==> config.mk <==
export PLATFORM = sky130hd
export DESIGN_NAME = cam_handoff_ctrl
export DESIGN_NICKNAME = d
export VERILOG_FILES = /design/src/rtl/cam_pkg.sv /design/src/rtl/cam_channel.sv /design/src/rtl/cam_handoff_ctrl.sv
export SDC_FILE = /design/constraint.sdc
export NUM_CORES = 1
export LEC_CHECK = 0
export BUFFER_PORTS_ARGS = -buffer_cell sky130_fd_sc_hd__buf_4
export CORE_UTILIZATION = 40
export DETAILED_ROUTE_END_ITERATION = 10
export GPL_ROUTABILITY_DRIVEN = 0
export GPL_TIMING_DRIVEN = 0
export SLEW_MARGIN = 20
export SYNTH_ARGS = -nofsm -noshare
export SYNTH_HDL_FRONTEND = slang
export SYNTH_HIERARCHICAL = 1
export SYNTH_SLANG_ARGS = --single-unit
==> constraint.sdc <==
create_clock -name clock -period 2.5 [get_ports clock]
set_clock_uncertainty 0.15 [all_clocks]
set_input_delay 0.5 -clock clock [delete_from_list [all_inputs] [get_ports clock]]
set_output_delay 0.5 -clock clock [all_outputs]
set_load 0.05 [all_outputs]
==> src/rtl/cam_pkg.sv <==
// Shared types for the two-camera buffer/handoff controller.
package cam_pkg;

  localparam int PCT_W = 7;

  typedef enum logic [1:0] {
    IDLE  = 2'd0,
    FILM  = 2'd1,
    HOLD  = 2'd2,
    DRAIN = 2'd3
  } cam_state_t;

endpackage

==> src/rtl/cam_channel.sv <==
// One camera: IDLE/FILM/HOLD/DRAIN state machine plus its saturating fill counter.
// With CAM_PAUSE_EN defined, pause_i freezes the counter without blocking state changes.
module cam_channel
  import cam_pkg::*;
#(
  parameter bit START_FILM = 1'b0,
  parameter int MAX_PCT    = 100
) (
  input  logic             clk,
  input  logic             rst_n,
  input  logic             start_film_i,
  input  logic             release_i,
  input  logic             flush_i,
  input  logic             dl_i,
  input  logic             tick_i,
`ifdef CAM_PAUSE_EN
  input  logic             pause_i,
`endif
  output cam_state_t       state_o,
  output logic [PCT_W-1:0] pct_o,
  output logic             ovf_o
);

  localparam logic [PCT_W-1:0] MAX_LVL = PCT_W'(MAX_PCT);

  cam_state_t       state_q, state_d;
  logic [PCT_W-1:0] pct_q, pct_d;
  logic             ovf_q, ovf_d;
  logic             cnt_en;

`ifdef CAM_PAUSE_EN
  assign cnt_en = tick_i & ~pause_i;
`else
  assign cnt_en = tick_i;
`endif

  // NOTE: every next-state value is defaulted to its current value first so no latch is inferred.
  always_comb begin
    state_d = state_q;
    pct_d   = pct_q;
    ovf_d   = ovf_q;
    unique case (state_q)
      IDLE: begin
        if (start_film_i) begin
          state_d = FILM;
          pct_d   = '0;
        end
      end
      FILM: begin
        // Handing off freezes the level that triggered it.
        if (release_i) begin
          state_d = HOLD;
        end else if (cnt_en) begin
          if (pct_q >= MAX_LVL) ovf_d = 1'b1;
          else                  pct_d = pct_q + 1'b1;
        end
      end
      HOLD: begin
        if (dl_i) begin
          state_d = DRAIN;
        end else if (flush_i) begin
          state_d = IDLE;
          pct_d   = '0;
        end
      end
      DRAIN: begin
        if (pct_q == '0)  state_d = IDLE;
        else if (cnt_en)  pct_d   = pct_q - 1'b1;
      end
    endcase
  end

  // NOTE: sequential state uses non-blocking assignments so all registers update together.
  always_ff @(posedge clk or negedge rst_n) begin
    if (!rst_n) begin
      state_q <= START_FILM ? FILM : IDLE;
      pct_q   <= '0;
      ovf_q   <= 1'b0;
    end else begin
      state_q <= state_d;
      pct_q   <= pct_d;
      ovf_q   <= ovf_d;
    end
  end

  assign state_o = state_q;
  assign pct_o   = pct_q;
  assign ovf_o   = ovf_q;

endmodule

==> src/rtl/cam_handoff_ctrl.sv <==
// Two-camera handoff controller: arbitrates handoff, flush and standby between two cam_channel instances.
// Optional CAM_PAUSE_EN adds pause1/pause2 inputs that freeze each camera's count.
module cam_handoff_ctrl
  import cam_pkg::*;
#(
  parameter int START_CAM   = 0,
  parameter int STBY_PCT    = 80,
  parameter int HANDOFF_PCT = 90,
  parameter int FLUSH_PCT   = 50,
  parameter int MAX_PCT     = 100
) (
  input  logic             clock,
  input  logic             reset_n,
  input  logic             tick,
  input  logic             dl1,
  input  logic             dl2,
`ifdef CAM_PAUSE_EN
  input  logic             pause1,
  input  logic             pause2,
`endif
  output logic [PCT_W-1:0] pct1,
  output logic [PCT_W-1:0] pct2,
  output logic             film1,
  output logic             film2,
  output logic             standby1,
  output logic             standby2,
  output logic             hold1,
  output logic             hold2,
  output logic             ovf1,
  output logic             ovf2
);

  localparam logic [PCT_W-1:0] STBY_LVL    = PCT_W'(STBY_PCT);
  localparam logic [PCT_W-1:0] HANDOFF_LVL = PCT_W'(HANDOFF_PCT);
  localparam logic [PCT_W-1:0] FLUSH_LVL   = PCT_W'(FLUSH_PCT);

  cam_state_t state1, state2;
  logic       handoff_12, handoff_21;
  logic       flush1, flush2;

  // A camera passes filming only to an IDLE peer, so at most one camera ever films.
  assign handoff_12 = (state1 == FILM) && (pct1 >= HANDOFF_LVL) && (state2 == IDLE);
  assign handoff_21 = (state2 == FILM) && (pct2 >= HANDOFF_LVL) && (state1 == IDLE);

  assign flush1 = (state1 == HOLD) && (state2 == FILM) && (pct2 >= FLUSH_LVL);
  assign flush2 = (state2 == HOLD) && (state1 == FILM) && (pct1 >= FLUSH_LVL);

  cam_channel #(
    .START_FILM (START_CAM == 0),
    .MAX_PCT    (MAX_PCT)
  ) u_cam1 (
    .clk          (clock),
    .rst_n        (reset_n),
    .start_film_i (handoff_21),
    .release_i    (handoff_12),
    .flush_i      (flush1),
    .dl_i         (dl1),
    .tick_i       (tick),
`ifdef CAM_PAUSE_EN
    .pause_i      (pause1),
`endif
    .state_o      (state1),
    .pct_o        (pct1),
    .ovf_o        (ovf1)
  );

  cam_channel #(
    .START_FILM (START_CAM != 0),
    .MAX_PCT    (MAX_PCT)
  ) u_cam2 (
    .clk          (clock),
    .rst_n        (reset_n),
    .start_film_i (handoff_12),
    .release_i    (handoff_21),
    .flush_i      (flush2),
    .dl_i         (dl2),
    .tick_i       (tick),
`ifdef CAM_PAUSE_EN
    .pause_i      (pause2),
`endif
    .state_o      (state2),
    .pct_o        (pct2),
    .ovf_o        (ovf2)
  );

  assign film1    = (state1 == FILM);
  assign film2    = (state2 == FILM);
  assign hold1    = (state1 == HOLD);
  assign hold2    = (state2 == HOLD);
  assign standby1 = (state1 == IDLE) && (state2 == FILM) && (pct2 >= STBY_LVL);
  assign standby2 = (state2 == IDLE) && (state1 == FILM) && (pct1 >= STBY_LVL);

endmodule

==> Implementation_results.wiki, run 1 <==
{| class="wikitable"
! Metric !! Value
|-
| Status || finished clean
|-
| P_sw || 127 uW
|-
| Antenna violations before repair || 0
|-
| Average via count per standard cell || 5.85
|-
| Worst-Margin Slew || 0.635 ns
|-
| Number of H-tree branching levels || 1
|-
| Number of DRC markers in iteration 0 || 133
|-
| Inserted Diodes || 0
|-
| Worst min-delay path category || reg2reg
|-
| Part of the power in combinational logic || 3.7%
|-
| Leakage power || 0.893 nW
|-
| Worst hold path startpoint || u_cam1/ovf_o
|-
| Fraction of final layout cells with drive strength greater than 1 || 27.6%
|-
| Register bit total from synthesis || 20
|-
| Total nets after synthesis || 217
|-
| Crit-path leading delay family || simple AND/OR/NAND/NOR gates
|-
| Startpoint of the lowest-slack register-to-register path || u_cam2/state_o[1]
|-
| Total routing resource utilization after global routing || 19.3%
|-
| Mean post-synth cell area || 8.60 sq um
|-
| Detailed-placement wirelength estimate || 3210 microns
|-
| TritonCTS buffer count || 3
|-
| CP Class || reg2out
|-
| Final hold viol count || 0
|-
| Max Fclk || 417 MHz
|-
| Cells taking the most area after synthesis || sky130_fd_sc_hd__dfrtp_1, sky130_fd_sc_hd__buf_6, sky130_fd_sc_hd__nand3_1
|-
| R2r setup slk || 0.13 ns
|-
| Area overhead of the layout relative to synthesis || 19.5%
|-
| Total of max-cap violations || 0
|-
| CP max FO || 8
|-
| Root buffer selected by CTS || sky130_fd_sc_hd__clkbuf_8
|-
| Sw frac || 22.2%
|-
| DRT antenna net count || 0
|-
| Arrival time at the worst endpoint || 1.75 ns
|-
| Final Power || 572 uW
|-
| Worst-case hold path end point || u_cam1/ovf_o
|-
| Power share of the sequential group || 56.5%
|-
| Critical-path cell list || or3b_4 > nor4_2 > buf_4
|-
| CTS tree || done
|-
| Period utilization || 95.9%
|-
| Final Setup Violations || 0
|-
| Number of warnings issued by yosys || 6
|-
| Buffers & Inverters on Critical Path || 1
|-
| Endpoint of the most critical register-to-register path || u_cam2/pct_o[6]
|-
| Average routed wire per standard cell || 15.7 microns
|-
| Most common library cell in the layout ignoring fill and taps || sky130_fd_sc_hd__buf_4
|-
| Endpoint type of the worst setup path || output port
|-
| CP Data Required Time || 1.85 ns
|-
| Die X || 69.2 microns
|-
| Worst-case headroom to the max-slew limit || 57.4%
|-
| Fraction of synthesized cell area taken by the top area cell type || 26.3%
|-
| Cell taking the most area after synthesis || sky130_fd_sc_hd__dfrtp_1
|-
| Routed via count || 1725
|-
| Number of standard-cell rows in the floorplan || 24
|-
| Maximum number of pins on one net before global-route repair || 21
|-
| I/O pin count || 27
|-
| Max IR drop VDD || 0.317 mV
|-
| Fillcell total || 426
|-
| Starting utilization of the core area || 41.5%
|-
| DRC errors left || 0
|-
| Number of instances on the worst hold path || 1
|-
| Total internal power || 445 uW
|-
| Die Area || 0.00479 sq mm
|-
| Total count of max-transition violations in the final report || 0
|-
| Maximum number of buffers from clock root to sink || 2
|-
| Via count of the first global-routing pass || 1441
|-
| Number of cells on the critical path || 3
|-
| Syn Inst Count || 210
|-
| Power Density || 265 mW/mm^2
|-
| Clock group share of total power || 39.8%
|-
| Post-synthesis sequential area ratio || 27.8%
|-
| Final WL || 4620 microns
|-
| Worst Setup Start Kind || flop
|-
| Grt ovf || 0
|-
| Synthesized area || 0.00181 sq mm
|-
| Top library cells by usage in the layout, fill and taps aside || sky130_fd_sc_hd__buf_4, sky130_fd_sc_hd__nand2_1, sky130_fd_sc_hd__nand3_1
|-
| Clock latency of the later-clocked register in the worst-skew pair || 0.26 ns
|-
| Core footprint || 0.00435 sq mm
|-
| Clock slew seen by the registers of the worst setup and hold paths || 0.08 ns
|-
| Sum Neg Setup Slack || 0 ns
|-
| First-pass GRT wire length || 7410 microns
|-
| Async set or reset register ratio after synthesis || 100%
|-
| Net total in the final layout || 251
|-
| Count of cell types in the netlist || 45
|-
| Time the final worst path needs with I/O delays and setup || 2.40 ns
|-
| Port Buffer Count || 25
|-
| CP max stage delay || 0.60 ns
|-
| Cell with the largest stage delay on the worst path || sky130_fd_sc_hd__dfstp_2
|-
| Synth Flop Type || sky130_fd_sc_hd__dfrtp_1
|-
| Number of flops mapped to enable cells by yosys || 0
|-
| Clock sinks || 20
|-
| Chip height || 69.2 microns
|-
| Worst reg-to-reg path cell count || 8
|-
| First-pass iteration count of the detailed router || 4
|}
-- power groups by stage --
stage,Clock [mW],Combinational (mW),Sequential (mW)
2_1_floorplan,0,0.00672,0.330
3_3_place_gp,0,0.0205,0.330
3_5_place_dp,0,0.0200,0.330
4_1_cts,0.236,0.0213,0.323
5_1_grt,0.253,0.0235,0.323
6_report,0.228,0.0211,0.323
-- what timing repair did --
| action | 4_1_cts | 5_1_grt |
|---|---|---|
| pin swaps | 1 | 0 |
| endpoints found under the setup margin | 5 | 6 |
| gates cloned | 0 | 0 |
| hold buffers | 1 | 0 |
| gates resized for setup | 0 | 2 |
| buffers inserted | 1 | 2 |
| hold endpoints to repair | 19 | 0 |
-- worst max-delay path by stage --
stage                                 start         endpoint  slack, ns
after floorplan           u_cam1/state_o[0]         standby2      -0.10
after global placement    u_cam1/state_o[0]  u_cam2/pct_o[6]      -0.14
after detailed placement  u_cam1/state_o[0]  u_cam2/pct_o[6]      -0.14
after CTS                 u_cam1/state_o[0]         standby2       0.01
after global routing      u_cam2/state_o[1]  u_cam2/pct_o[6]     -0.007
final                     u_cam1/state_o[0]         standby2       0.10
-- metrics by stage --
stage / area [sq um] / hold slack [ns] / instances / util, % / worst slack [ns]
2_1_floorplan: 1820 / 0.0544 / 210 / - / -0.100
5_1_grt: 2160 / 0.345 / 295 / 49.5 / -0.00677
3_5_place_dp: 2070 / 0.257 / 287 / 47.5 / -0.140
4_1_cts: 2130 / 0.329 / 293 / 49.0 / 0.0137
3_3_place_gp: 2070 / 0.258 / 287 / 47.5 / -0.136
6_report: 2160 / 0.326 / 295 / 49.5 / 0.103
-- cell type report --
type                    instances  area (sq um)  area share, %
multi-input cells             166          1130           52.5
flip-flops and latches         20           502           23.3
repair buffers                 29           220           10.2
plain buffers                  16           163           7.54
well taps                      52          65.1           3.02
clock buffers                   4          45.0           2.09
inverters                       8          30.0           1.39
-- synthesized netlist by cell type (all sizes together) (3+ instances only) --
| cell type | instances |
|---|---|
| nand2 | 20 |
| nand3 | 20 |
| dfrtp | 19 |
| nor2 | 13 |
| buf | 12 |
| nand3b | 12 |
| o211ai | 12 |
| a21oi | 8 |
| inv | 8 |
| o21ai | 8 |
| or3 | 8 |
| nor2b | 6 |
| nor3 | 5 |
| a211oi | 4 |
| clkbuf | 4 |
| nand2b | 4 |
| nand4 | 4 |
| nor4 | 3 |
| o211a | 3 |
| o311a | 3 |
-- kinds of logic (layout without fill, tap and decap cells) --
kind of cell	Yosys count	after routing	share of synthesized area, %
XOR/XNOR	2	2	0.970
multiplexers	2	2	1.11
AND/OR/NAND/NOR	104	104	31.9
AO/OA/AOI/OAI	56	56	26.1
buffers and inverters	24	57	10.7
adder cells (fa/ha/maj)	2	2	1.39
flip-flops	20	20	27.8
-- state kept, by name, summed over array words and instances (netlist names) --
register	flops
u_cam2/ovf_o	1
u_cam2/pct_o	7
u_cam1/ovf_o	1
u_cam2/state_o	2
u_cam1/state_o	2
u_cam1/pct_o	7
-- routing by layer --
layer / share of wire [%] / up-vias / global-route usage [%] / routed length [microns]
li1: - / 852 / - / -
met1: 53 / 831 / 30.5 / 2460
met2: 42 / 40 / 27.1 / 1950
met3: 4.1 / 2 / 3.78 / 188
met4: 0.54 / 0 / 3.40 / 25
met5: 0 / - / 0 / 0
Power figures use the tool's default switching activity.
==> inputs of run 2 (changes only) <==
--- a/config.mk
+++ b/config.mk
@@ -5,11 +5,11 @@
 export SDC_FILE = /design/constraint.sdc
 export NUM_CORES = 1
 export LEC_CHECK = 0
+export ABC_AREA = 1
 export BUFFER_PORTS_ARGS = -buffer_cell sky130_fd_sc_hd__buf_4
 export CORE_UTILIZATION = 40
 export DETAILED_ROUTE_END_ITERATION = 10
 export GPL_ROUTABILITY_DRIVEN = 0
-export GPL_TIMING_DRIVEN = 0
 export SLEW_MARGIN = 20
 export SYNTH_ARGS = -nofsm -noshare
 export SYNTH_HDL_FRONTEND = slang
==> constraint.sdc (replaced) <==
create_clock -name clock -period 2.5 [get_ports clock]
set_clock_uncertainty 0.15 [all_clocks]
set_input_delay 0.5 -clock clock [delete_from_list [all_inputs] [get_ports clock]]
set_output_delay 0.5 -clock clock [all_outputs]
set_load 0.005 [all_outputs]
==> run 2 against run 1 <==
Final area is 3.9% higher. First-iteration DRC count is 14% lower. Largest cell class unchanged. Critical path depth is 2 higher. Area after synthesis is 7.7% higher.
==> Implementation_results.wiki, run 2 <==
{| class="wikitable"
! Metric !! Value
|-
| Status || finished clean
|-
| TritonCTS buffer count || 3
|-
| Grt ovf || 0
|-
| Average routed wire per standard cell || 11.7 microns
|-
| Cell taking the most area after synthesis || sky130_fd_sc_hd__dfrtp_1
|-
| Worst Setup Start Kind || flop
|-
| Antenna violations before repair || 0
|-
| Die X || 71.7 microns
|-
| Fraction of final layout cells with drive strength greater than 1 || 21.3%
|-
| I/O pin count || 27
|-
| Worst-Margin Slew || 0.535 ns
|-
| Total nets after synthesis || 317
|-
| Area overhead of the layout relative to synthesis || 15.3%
|-
| Clock slew seen by the registers of the worst setup and hold paths || 0.08 ns
|-
| Clock sinks || 20
|-
| Postcts setup bufs || 0
|-
| Maximum number of buffers from clock root to sink || 2
|-
| Root buffer selected by CTS || sky130_fd_sc_hd__clkbuf_8
|-
| Die Area || 0.00514 sq mm
|-
| DRC errors left || 0
|-
| Top-count cell post-synth || sky130_fd_sc_hd__nand2_1
|-
| Endpoint type of the worst setup path || output port
|-
| CP max FO || 12
|-
| R2r setup slk || 0.31 ns
|-
| Total count of max-transition violations in the final report || 0
|-
| Max IR drop VDD || 0.351 mV
|-
| Number of warnings issued by yosys || 6
|-
| Number of hold buffers added after cts || 1
|-
| Top library cells by usage in the layout, fill and taps aside || sky130_fd_sc_hd__nand2_1, sky130_fd_sc_hd__inv_1, sky130_fd_sc_hd__nand3_1
|-
| Fillcell total || 517
|-
| Syn Inst Count || 310
|-
| Clock latency of the later-clocked register in the worst-skew pair || 0.26 ns
|-
| First-pass GRT wire length || 8110 microns
|-
| Async set or reset register ratio after synthesis || 100%
|-
| Average via count per standard cell || 4.91
|-
| Register bit total from synthesis || 20
|-
| Sum Neg Setup Slack || 0 ns
|-
| Most used standard cells in the synthesized netlist || sky130_fd_sc_hd__nand2_1, sky130_fd_sc_hd__inv_1, sky130_fd_sc_hd__nand3_1
|-
| Mean post-synth cell area || 6.27 sq um
|-
| Number of H-tree branching levels || 1
|-
| Combined flip-flop and latch cell area || 502 sq um
|-
| Max Fclk || 449 MHz
|-
| Number of flops mapped to enable cells by yosys || 0
|-
| Port Buffer Count || 26
|-
| Via count of the first global-routing pass || 1797
|-
| Post-synthesis sequential area ratio || 25.8%
|-
| Maximum number of pins on one net before global-route repair || 21
|-
| Period utilization || 89.2%
|-
| Fraction of synthesized cell area taken by the top area cell type || 24.5%
|-
| CP Class || reg2out
|-
| DRT antenna net count || 0
|-
| Share of the core filled with cells in the final layout || 47.8%
|-
| Net total in the final layout || 346
|-
| Inserted Diodes || 0
|-
| Power Density || 1040 mW/mm^2
|-
| Number of standard-cell rows in the floorplan || 25
|-
| Worst-case headroom to the max-slew limit || 64.4%
|-
| Number of DRC markers in iteration 0 || 114
|-
| CP Data Required Time || 1.85 ns
|-
| Detailed-placement wirelength estimate || 3660 microns
|-
| Total of max-cap violations || 0
|-
| CTS tree || done
|-
| Total routing resource utilization after global routing || 19.9%
|-
| Unrepaired setup endpoints after global routing || no
|-
| Count of cell types in the netlist || 30
|-
| Final Setup Violations || 0
|-
| Synth Flop Type || sky130_fd_sc_hd__dfrtp_1
|-
| Final Power || 2.33 mW
|-
| Most common library cell in the layout ignoring fill and taps || sky130_fd_sc_hd__nand2_1
|-
| Leakage power || 1.24 nW
|-
| Area of the multi-input gates || 0.00119 sq mm
|-
| PostCTS Resize Cnt || 0
|-
| Chip height || 71.7 microns
|-
| Arrival time at the worst endpoint || 1.58 ns
|-
| Worst min-delay path category || reg2reg
|-
| First-pass iteration count of the detailed router || 4
|-
| Synthesized area || 0.00194 sq mm
|-
| Cells taking the most area after synthesis || sky130_fd_sc_hd__dfrtp_1, sky130_fd_sc_hd__nand2_1, sky130_fd_sc_hd__inv_1
|-
| Time the final worst path needs with I/O delays and setup || 2.23 ns
|-
| Starting utilization of the core area || 41.4%
|-
| Routed via count || 1923
|-
| Core footprint || 0.00469 sq mm
|-
| Final WL || 4600 microns
|-
| Final hold viol count || 0
|}
run 2: area by class of cell:
type,count,share of cell area [%]
multi-input cells,229,52.9
flip-flops and latches,20,22.4
inverters,57,9.77
repair buffers,28,9.49
well taps,54,3.01
clock buffers,4,2.46
run 2: logic make-up (layout without fill, tap and decap cells):
kind of cell / after synthesis / in the layout / synth area share, %
XOR/XNOR: 4 / 4 / 1.80
flip-flops: 20 / 20 / 25.8
buffers and inverters: 61 / 89 / 13.2
AO/OA/AOI/OAI: 30 / 30 / 9.07
AND/OR/NAND/NOR: 193 / 193 / 48.8
adder cells (fa/ha/maj): 2 / 2 / 1.29
run 2: metal layers:
metal	track usage (%)	share of wire (%)	wire, microns
met3	2.25	3.5	162
met5	0	0	0
met2	29.2	41	1890
met4	5.88	1.1	52
met1	30.4	54	2500
run 2: critical path, cell delays in order (launching register included):
cell	delay [ns]
sky130_fd_sc_hd__dfstp_2	0.71
sky130_fd_sc_hd__inv_2	0.09
sky130_fd_sc_hd__nor2_2	0.16
sky130_fd_sc_hd__nand3_2	0.10
sky130_fd_sc_hd__nor2_1	0.13
sky130_fd_sc_hd__buf_4	0.13
run 2: where the power goes:
| part | internal, mW | switching, mW |
|---|---|---|
| Combinational | 0.551 | 0.879 |
| Clock | 0.140 | 0.115 |
| Sequential | 0.422 | 0.223 |
| Total | 1.11 | 1.22 |
run 2: stage by stage:
stage	instance area (sq um)	hold slack, ns	instances	setup slack, ns
2_1_floorplan	1940	0.0544	310	0.665
3_3_place_gp	2180	0.248	387	0.384
3_5_place_dp	2180	0.251	387	0.320
4_1_cts	2240	0.346	392	0.248
5_1_grt	2240	0.371	392	0.101
6_report	2240	0.345	392	0.271
run 2: path summary, 6_finish.rpt:
kind	cells after the start	to	startpoint
min reg2reg	1	u_cam1/ovf_o	u_cam1/ovf_o
min in group asynchronous	2	u_cam1/ovf_o	reset_n
min	1	u_cam1/ovf_o	u_cam1/ovf_o
max in group asynchronous	2	u_cam1/state_o[0]	reset_n
max reg2reg	12	u_cam2/pct_o[4]	u_cam1/state_o[0]
max	5	standby2	u_cam1/state_o[0]
==> inputs of run 3 (changes only) <==
--- a/config.mk
+++ b/config.mk
@@ -13,5 +13,4 @@
 export SLEW_MARGIN = 20
 export SYNTH_ARGS = -nofsm -noshare
 export SYNTH_HDL_FRONTEND = slang
-export SYNTH_HIERARCHICAL = 1
 export SYNTH_SLANG_ARGS = --single-unit
==> run 3 against run 2 <==
The flow now finishes with violations (design-rule violations). Critical path depth did not move. Count of clock-buffer cells in the layout is 1 lower. Hold slack lost 0.031 ns. Global-route usage grew 1.2 points. Critical path type unchanged. Critical endpoint unchanged. Highest routed layer unchanged.
==> Implementation_results.wiki, run 3 <==
{| class="wikitable"
! Metric !! Value
|-
| Status || finished with violations
|-
| Failing checks || design-rule violations
|-
| Number of non-filler instances in the completed layout || 390
|-
| Register bit total from synthesis || 20
|-
| Sum Neg Setup Slack || 0 ns
|-
| Chip height || 70.6 microns
|-
| Period utilization || 89.0%
|-
| Crit-path leading delay family || flip-flops
|-
| Arrival time at the worst endpoint || 1.57 ns
|-
| Leakage power || 1.35 nW
|-
| Final Setup Violations || 0
|-
| First-pass iteration count of the detailed router || 10
|-
| Routed via count || 1948
|-
| Grt ovf || 0
|-
| Pre-CTS setup slack || 0.276 ns
|-
| Clock slew seen by the registers of the worst setup and hold paths || 0.08 ns
|-
| Maximum number of pins on one net before global-route repair || 21
|-
| Die Area || 0.00498 sq mm
|-
| Total routing resource utilization after global routing || 21.1%
|-
| Average via count per standard cell || 4.99
|-
| DRT antenna net count || 0
|-
| Detailed-placement wirelength estimate || 3730 microns
|-
| Synth Flop Type || sky130_fd_sc_hd__dfrtp_1
|-
| Most used standard cells in the synthesized netlist || sky130_fd_sc_hd__nand2_1, sky130_fd_sc_hd__inv_1, sky130_fd_sc_hd__nor2_1
|-
| Synthesized area || 0.00188 sq mm
|-
| Number of flops mapped to enable cells by yosys || 0
|-
| CP Class || reg2out
|-
| Area overhead of the layout relative to synthesis || 18.1%
|-
| CTS tree || done
|-
| Total count of max-transition violations in the final report || 0
|-
| Antenna violations before repair || 0
|-
| TritonCTS buffer count || 3
|-
| Via count of the first global-routing pass || 1749
|-
| Unrepaired setup endpoints after global routing || no
|-
| Worst-Margin Slew || 0.341 ns
|-
| Mean post-synth cell area || 6.13 sq um
|-
| Routed wl met3 || 201 microns
|-
| Worst min-delay path category || reg2reg
|-
| Number of DRC markers in iteration 0 || 117
|-
| Final Power || 2.47 mW
|-
| Critical-path cell list || inv_4 > nor2_4 > nand2_1 > nor3_1 > buf_4
|-
| Worst hold path startpoint || u_cam2.ovf_o
|-
| Clock latency of the later-clocked register in the worst-skew pair || 0.26 ns
|-
| Fraction of final layout cells with drive strength greater than 1 || 13.0%
|-
| Syn Inst Count || 307
|-
| Top-count cell post-synth || sky130_fd_sc_hd__nand2_1
|-
| Fraction of synthesized cell area taken by the top area cell type || 25.3%
|-
| Cell taking the most area after synthesis || sky130_fd_sc_hd__dfrtp_1
|-
| Placed Cells || 385
|-
| Die X || 70.6 microns
|-
| Post-synthesis sequential area ratio || 26.7%
|-
| Async set or reset register ratio after synthesis || 100%
|-
| Max Fclk || 450 MHz
|-
| CP Data Required Time || 1.85 ns
|-
| DRC errors left || 8
|-
| Inserted Diodes || 0
|-
| Total of max-cap violations || 0
|-
| Root buffer selected by CTS || sky130_fd_sc_hd__clkbuf_8
|-
| Worst-case headroom to the max-slew limit || 77.2%
|-
| Final worst setup slack || 0.276 ns
|-
| Total nets after synthesis || 324
|-
| Final hold viol count || 0
|-
| CP max FO || 9
|-
| Wire length the detailed router placed on met1 || 2490 microns
|-
| Worst Setup Start Kind || flop
|-
| Core footprint || 0.00444 sq mm
|-
| Cell with the largest stage delay on the worst path || sky130_fd_sc_hd__dfstp_2
|-
| Maximum number of buffers from clock root to sink || 2
|-
| Final WL || 4800 microns
|-
| Starting utilization of the core area || 42.3%
|-
| First-pass GRT wire length || 8390 microns
|-
| Fillcell total || 478
|-
| Number of warnings issued by yosys || 0
|-
| Number of standard-cell rows in the floorplan || 24
|-
| Endpoint type of the worst setup path || output port
|-
| Most common library cell in the layout ignoring fill and taps || sky130_fd_sc_hd__nand2_1
|-
| Power Density || 1110 mW/mm^2
|-
| I/O pin count || 27
|-
| Average routed wire per standard cell || 12.3 microns
|-
| Number of H-tree branching levels || 1
|-
| Buffers & Inverters on Critical Path || 2
|-
| Time the final worst path needs with I/O delays and setup || 2.22 ns
|-
| Count of cell types in the netlist || 27
|-
| Net total in the final layout || 356
|-
| Startpoint of the lowest-slack register-to-register path || u_cam1.state_o[0]
|-
| Clock sinks || 20
|-
| Highest routed metal layer || met4
|-
| Detailed route wirelength on metal2 || 2080 microns
|-
| Port Buffer Count || 26
|-
| Launching instance or port of the critical path || u_cam1.state_o[0]
|-
| Max IR drop VDD || 0.437 mV
|-
| Cells taking the most area after synthesis || sky130_fd_sc_hd__dfrtp_1, sky130_fd_sc_hd__nand2_1, sky130_fd_sc_hd__inv_1
|-
| CP max stage delay || 0.64 ns
|-
| Top library cells by usage in the layout, fill and taps aside || sky130_fd_sc_hd__nand2_1, sky130_fd_sc_hd__inv_1, sky130_fd_sc_hd__nor2_1
|}
## run 3: changes by cell type after synthesis, moves of 5 or more
| cell | delta |
|---|---|
| sky130_fd_sc_hd__nand3_1 | -5 |
| sky130_fd_sc_hd__ha_1 | +8 |
| sky130_fd_sc_hd__nor2_1 | +10 |
| sky130_fd_sc_hd__a21oi_1 | +6 |
| sky130_fd_sc_hd__o21ai_0 | -8 |
| sky130_fd_sc_hd__nand3_2 | -7 |
| sky130_fd_sc_hd__inv_2 | -6 |
| sky130_fd_sc_hd__nor2_4 | -5 |
| sky130_fd_sc_hd__nand4_1 | +10 |
| sky130_fd_sc_hd__nand2_1 | +17 |
| sky130_fd_sc_hd__o21ai_1 | -5 |
## run 3: final cells by class
cell class | instances | area (sq um) | area share, %
multi-input combinational | 240 | 1190 | 53.6
clock buffer | 3 | 41.3 | 1.86
clock inverter | 1 | 30.0 | 1.35
timing repair buffer | 29 | 220 | 9.92
sequential | 20 | 502 | 22.6
inverter | 45 | 171 | 7.72
tap | 52 | 65.1 | 2.93
## run 3: metrics by stage
| stage | utilization [%] | hold slack (ns) | area (sq um) |
|---|---|---|---|
| finish | 50.0 | 0.314 | 2220 |
| detailed placement | 48.1 | 0.253 | 2140 |
| CTS | 50.0 | 0.322 | 2220 |
| global placement | 48.1 | 0.250 | 2140 |
| global route | 50.0 | 0.342 | 2220 |
| floorplan | - | 0.0544 | 1880 |
## run 3: worst paths after layout
check / end / depth (start not counted) / slack (ns)
worst max-delay path: standby2 / 5 / 0.28
worst min-delay path: u_cam2.ovf_o / 1 / 0.31
worst max register to register: u_cam1.pct_o[3] / 12 / 0.34
worst min register to register: u_cam2.ovf_o / 1 / 0.31
max in group asynchronous: u_cam1.state_o[0] / 2 / 1.43
min in group asynchronous: u_cam1.pct_o[6] / 2 / 0.50
## run 3: power breakdown
group	switching (mW)	internal [mW]	total, mW
Clock	0.119	0.214	0.333
Sequential	0.218	0.445	0.663
Combinational	0.900	0.571	1.47
## run 3: layer usage
metal | GRT usage (%) | vias up
met3 | 2.14 | 2
li1 | - | 1032
met4 | 5.33 | 0
met5 | 0 | -
met1 | 31.7 | 865
met2 | 32.6 | 49
## run 3: repair_timing
action                                  CTS  global route
buffers inserted                          0             0
endpoints found under the setup margin    0             1
hold endpoints to repair                 19             0
hold buffers                              1             0
gates resized for setup                   0             1
## run 3: cell families after synthesis
logic type / count (synthesis) / synth area share [%]
buffers and inverters: 47 / 9.98
AOI/OAI and AO/OA: 17 / 4.92
and+or+nand+nor: 207 / 47.8
xor gates and xnor gates: 4 / 1.86
DFF: 20 / 26.7
adders and majority gates: 12 / 8.78
